## src/rtl/mips_pkg.sv

```systemverilog
// mips_pkg: load-type codes shared between the MEM/WB stage and its load aligner
package mips_pkg;
  typedef enum logic [2:0] {
    LT_LW  = 3'b000,
    LT_LB  = 3'b001,
    LT_LBU = 3'b010,
    LT_LH  = 3'b011,
    LT_LHU = 3'b100
  } load_type_e;
endpackage

```

## src/rtl/mem_wb_stage_load_align.sv

```systemverilog
// load_align: extracts and extends the byte/halfword a load selects from the read word
module load_align
  import mips_pkg::*;
(
  input  logic [31:0] rdata,
  input  logic [1:0]  addr,
  input  logic [2:0]  load_type,
  output logic [31:0] data
);
  logic [7:0]  w_byte;
  logic [15:0] w_half;
  // pick the addressed lane, then extend by load type; unknown codes behave as lw
  always_comb begin
    w_byte = rdata[{addr, 3'b000} +: 8];
    w_half = rdata[{addr[1], 4'b0000} +: 16];
    data   = load_type == LT_LB  ? {{24{w_byte[7]}}, w_byte} :
             load_type == LT_LBU ? {24'd0, w_byte} :
             load_type == LT_LH  ? {{16{w_half[15]}}, w_half} :
             load_type == LT_LHU ? {16'd0, w_half} : rdata;
  end
endmodule

```

## src/rtl/mem_wb_stage.sv

```systemverilog
// mem_wb_stage: MEM->WB pipeline register with writeback data selection; SUBWORD_LOAD_EN enables lb/lbu/lh/lhu alignment
module mem_wb_stage
  import mips_pkg::*;
(
  input  logic        clk,
  input  logic        reset,
  input  logic        mem_valid,
  input  logic [31:0] mem_pc,
  input  logic        mem_regwrite,
  input  logic        mem_memtoreg,
  input  logic [4:0]  mem_dest,
  input  logic [31:0] mem_alu_result,
  input  logic [2:0]  mem_load_type,
  input  logic [31:0] mem_rdata,
  input  logic        stall,
  input  logic        flush,
  output logic [31:0] WBpc,
  output logic        WB_regwrite,
  output logic [4:0]  WB_dest,
  output logic [31:0] WB_wdata,
  output logic        wb_valid,
  output logic        wb_fwd_en
);
  logic        r_valid, r_regwrite, r_memtoreg;
  logic [31:0] r_pc, r_alu_result, r_rdata;
  logic [4:0]  r_dest;
  logic [31:0] w_load_data;
  // pipeline register: reset clears, flush only kills validity, stall holds everything
  always_ff @(posedge clk) begin
    if (!reset) begin
      r_valid      <= 1'b0;
      r_pc         <= '0;
      r_regwrite   <= 1'b0;
      r_memtoreg   <= 1'b0;
      r_dest       <= '0;
      r_alu_result <= '0;
      r_rdata      <= '0;
    end else if (flush) begin
      r_valid <= 1'b0;
    end else if (!stall) begin
      r_valid      <= mem_valid;
      r_pc         <= mem_pc;
      r_regwrite   <= mem_regwrite;
      r_memtoreg   <= mem_memtoreg;
      r_dest       <= mem_dest;
      r_alu_result <= mem_alu_result;
      r_rdata      <= mem_rdata;
    end
  end
`ifdef SUBWORD_LOAD_EN
  logic [2:0] r_load_type;
  // load type follows the same update rules as the rest of the stage
  always_ff @(posedge clk) begin
    if (!reset) r_load_type <= LT_LW;
    else if (!flush && !stall) r_load_type <= mem_load_type;
  end
  load_align u_load_align (
    .rdata    (r_rdata),
    .addr     (r_alu_result[1:0]),
    .load_type(r_load_type),
    .data     (w_load_data)
  );
`else
  logic w_unused_load_type;
  assign w_unused_load_type = ^mem_load_type;
  assign w_load_data = r_rdata;
`endif
  assign wb_valid    = r_valid;
  assign WBpc        = r_pc;
  assign WB_dest     = r_dest;
  assign WB_regwrite = r_valid & r_regwrite & (|r_dest);
  assign WB_wdata    = r_memtoreg ? w_load_data : r_alu_result;
  assign wb_fwd_en   = WB_regwrite;
endmodule

```

## config.mk

```make
export PLATFORM = sky130hd
export DESIGN_NAME = mem_wb_stage
export DESIGN_NICKNAME = d
export VERILOG_FILES = /design/src/rtl/mips_pkg.sv /design/src/rtl/mem_wb_stage_load_align.sv /design/src/rtl/mem_wb_stage.sv
export SDC_FILE = /design/constraint.sdc
export NUM_CORES = 1
export LEC_CHECK = 0
export BUFFER_PORTS_ARGS = -buffer_cell sky130_fd_sc_hd__buf_4
export CORE_AREA = 2 2 181 94
export CTS_CLUSTER_DIAMETER = 80
export DETAILED_ROUTE_END_ITERATION = 6
export DIE_AREA = 0 0 183 96
export GPL_TIMING_DRIVEN = 0
export SLEW_MARGIN = 10
export SYNTH_ARGS = -nofsm -noshare
export SYNTH_HDL_FRONTEND = slang
export SYNTH_HIERARCHICAL = 1
export SYNTH_SLANG_ARGS = --single-unit
```

## constraint.sdc

```tcl
create_clock -name clk -period 1.3 [get_ports clk]
set_clock_uncertainty 0.1 [all_clocks]
set_input_delay 0.065 -clock clk [delete_from_list [all_inputs] [get_ports clk]]
set_output_delay 0.065 -clock clk [all_outputs]
set_load 0.005 [all_outputs]
```

==> results.sh <==
export IMPL_routed_wl_met3_um=1050
export IMPL_cp_start_kind="flop"
export IMPL_yosys_warnings=6
export IMPL_slew_headroom_pct=63.7
export IMPL_cts_reportedPaths_clkPinSlew_ps=70
export IMPL_hold_viol=0
export IMPL_dp_cells=899
export IMPL_top_layer="met4"
export IMPL_end_kind="output pin"
export IMPL_antenna_cells=0
export IMPL_cts_buffers=9
export IMPL_crit_required_ps=1130
export IMPL_ant_nets=0
export IMPL_power_leakage_nw=3.24
export IMPL_peakVddDrop_v=0.000601
export IMPL_cts_root_buf="clkbuf_16"
export IMPL_setup_tns_ps=-9380
export IMPL_hold_class="input pin to flop"
export IMPL_grt_pass1_wl_um=26800
export IMPL_clock_latency_ps=340
export IMPL_synth_area_per_cell_um2=9.20
export IMPL_max_slew_worst_pin_slew_ps=545
export IMPL_drt_iter0_drc=337
export IMPL_die_w_um=183
export IMPL_synth_cell_types=16
export IMPL_nNetsFinal=914
export IMPL_total_power_mw=7.46
export IMPL_initial_utilization_pct=29.4
export IMPL_post_drt_wl_per_cell_um=17.2
export IMPL_violations="setup timing"
export IMPL_fill_cells=1497
export IMPL_worst_setup_path_type="flop to output pin"
export IMPL_place_hpwl_um=12300
export IMPL_drc_errors=0
export IMPL_syn_area_um2=4710
export IMPL_finalSetupViolCount=34
export IMPL_whs_ps=8.10
export IMPL_antenna_found_initial=0
export IMPL_m1WireLength_um=8990
export IMPL_grt_util_all_layers_pct=19.8
export IMPL_vias_per_cell=4.89
export IMPL_grt_max_degree=18
export IMPL_clockBufferDepth=2
export IMPL_syn_num_nets=623
export IMPL_arrival_ps=1610
export IMPL_synth_largest_area_cell="dfxtp_1"
export IMPL_grt_pass1_vias=4950
export IMPL_seq_area_frac_synth_pct=44.2
export IMPL_rsz0062_at_grt="yes"
export IMPL_htreeDepth=3
export IMPL_grt_overflow=0
export IMPL_layout_setup_ws_ps=-477
export IMPL_first_pass_iters=5
export IMPL_area_growth_pct=69.1
export IMPL_die_y_um=96
export IMPL_yosys_top_cells_area="dfxtp_1, or3b_1, a21oi_1"
export IMPL_min_period_ps=1780
export IMPL_dieArea_um2=17600
export IMPL_synth_cells=512
export IMPL_final_cells=1017
export IMPL_cts_tree="built"
export IMPL_drv_slew=0
export IMPL_finalCritPeriodShare_pct=137
export IMPL_core_area_um2=16000
export IMPL_port_buffers=177
export IMPL_place_congestion=0.800
export IMPL_max_freq_mhz=563
export IMPL_ios=183
export IMPL_rows=33
export IMPL_vias=4975
export IMPL_wl_met2_um=7320
export IMPL_outcome="finished, violations left"
export IMPL_synth_seq_cells=104
export IMPL_p_per_area_nw_per_um2=937
export IMPL_drv_cap=0
export IMPL_wl_um=17500
export IMPL_final_util_pct=49.7
export IMPL_cts_sinks=104
export IMPL_synth_top_area_share_pct=44.2
export IMPL_crit_fanout=2
export IMPL_drive_gt1_share_pct=38.2
==> worst paths after layout <==
| check | startpoint | endpoint | slack [ps] | cells after the start |
|---|---|---|---|---|
| worst min register to register | r_rdata[31] | r_rdata[31] | 380 | 2 |
| worst min-delay path | mem_alu_result[2] | r_alu_result[2] | 8 | 3 |
| worst max-delay path | WB_dest[0] | wb_fwd_en | -480 | 4 |
| worst max register to register | r_memtoreg | r_memtoreg | 60 | 6 |
==> cell type report <==
class,count,area (um^2),area share [%]
buffer,60,345,4.34
clock buffer,9,225,2.83
clock inverter,6,43.8,0.550
inverter,1,3.75,0.0471
multi-input combinational,345,2450,30.7
sequential,104,2090,26.2
tap,210,263,3.30
timing repair buffer,282,2550,32.0
==> cell usage after synthesis <==
library cell and count:
dfxtp_1 104, a21oi_1 103, o21ai_0 103, or3b_1 63, clkbuf_1 42, or3b_2 40
mux2_2 32, buf_2 9, buf_6 6, clkbuf_2 4, buf_4 1, inv_2 1
mux2i_1 1, nor3_1 1, o311a_1 1, or3_1 1
==> metrics by stage <==
| step | setup slack (ps) | instance area (um^2) |
|---|---|---|
| after floorplan | 23.6 | 4710 |
| after global placement | -432 | 6300 |
| after detailed placement | -409 | 6300 |
| after CTS | -528 | 7910 |
| after global routing | -529 | 7960 |
| final | -477 | 7960 |
==> cells in the final DEF, fill, tap and decap left out, types with 6 or more instances in the layout <==
master,instances
dfxtp_1,101
or3b_1,63
o21ai_0,102
mux2_4,32
buf_2,6
clkbuf_1,31
or3b_2,40
buf_6,41
clkbuf_16,10
buf_4,150
dlygate4sd3_1,94
a21oi_1,103
clkbuf_2,12
==> critical path, stage by stage, from the launching register on <==
cell and delay (ps):
dfxtp_2 320, or3_1 370, o311a_1 330, buf_4 150, buf_6 100
==> state kept, by name (all words and copies together), names as in the netlist <==
signal        count
r_memtoreg        1
r_rdata          32
r_regwrite        1
WB_dest           5
WBpc             32
r_alu_result     32
wb_valid          1
==> power breakdown <==
group / leakage (nW) / internal, mW / switching, mW / total [mW]
sequential: 0.852 / 3.33 / 0.0861 / 3.42
combinational: 2.25 / 0.885 / 0.587 / 1.47
clock: 0.132 / 1.31 / 1.27 / 2.57
==> per-layer routing <==
metal / up-vias / track usage [%]
met5: - / 0
met4: 0 / 3.73
met3: 14 / 4.12
met2: 165 / 29.9
met1: 2365 / 29.2
li1: 2431 / -
==> logic make-up (layout without fill, tap and decap cells) <==
group | Yosys count | after routing | share of synthesized area (%)
AO/OA/AOI/OAI | 207 | 207 | 22.1
AND/OR/NAND/NOR | 105 | 105 | 19.4
flip-flops | 104 | 104 | 44.2
buffers and inverters | 63 | 358 | 6.40
multiplexers | 33 | 33 | 7.87
==> timing repair <==
item                                    in CTS  in global routing
pin swaps                                    2                  2
endpoints found under the hold margin       94                  0
gates cloned                                 2                  1
hold buffers                                94                  0
buffers inserted                             6                  3
endpoints found under the setup margin      40                 99
gates resized for setup                     78                 25
No activity file was read; power rests on OpenSTA's default activity.
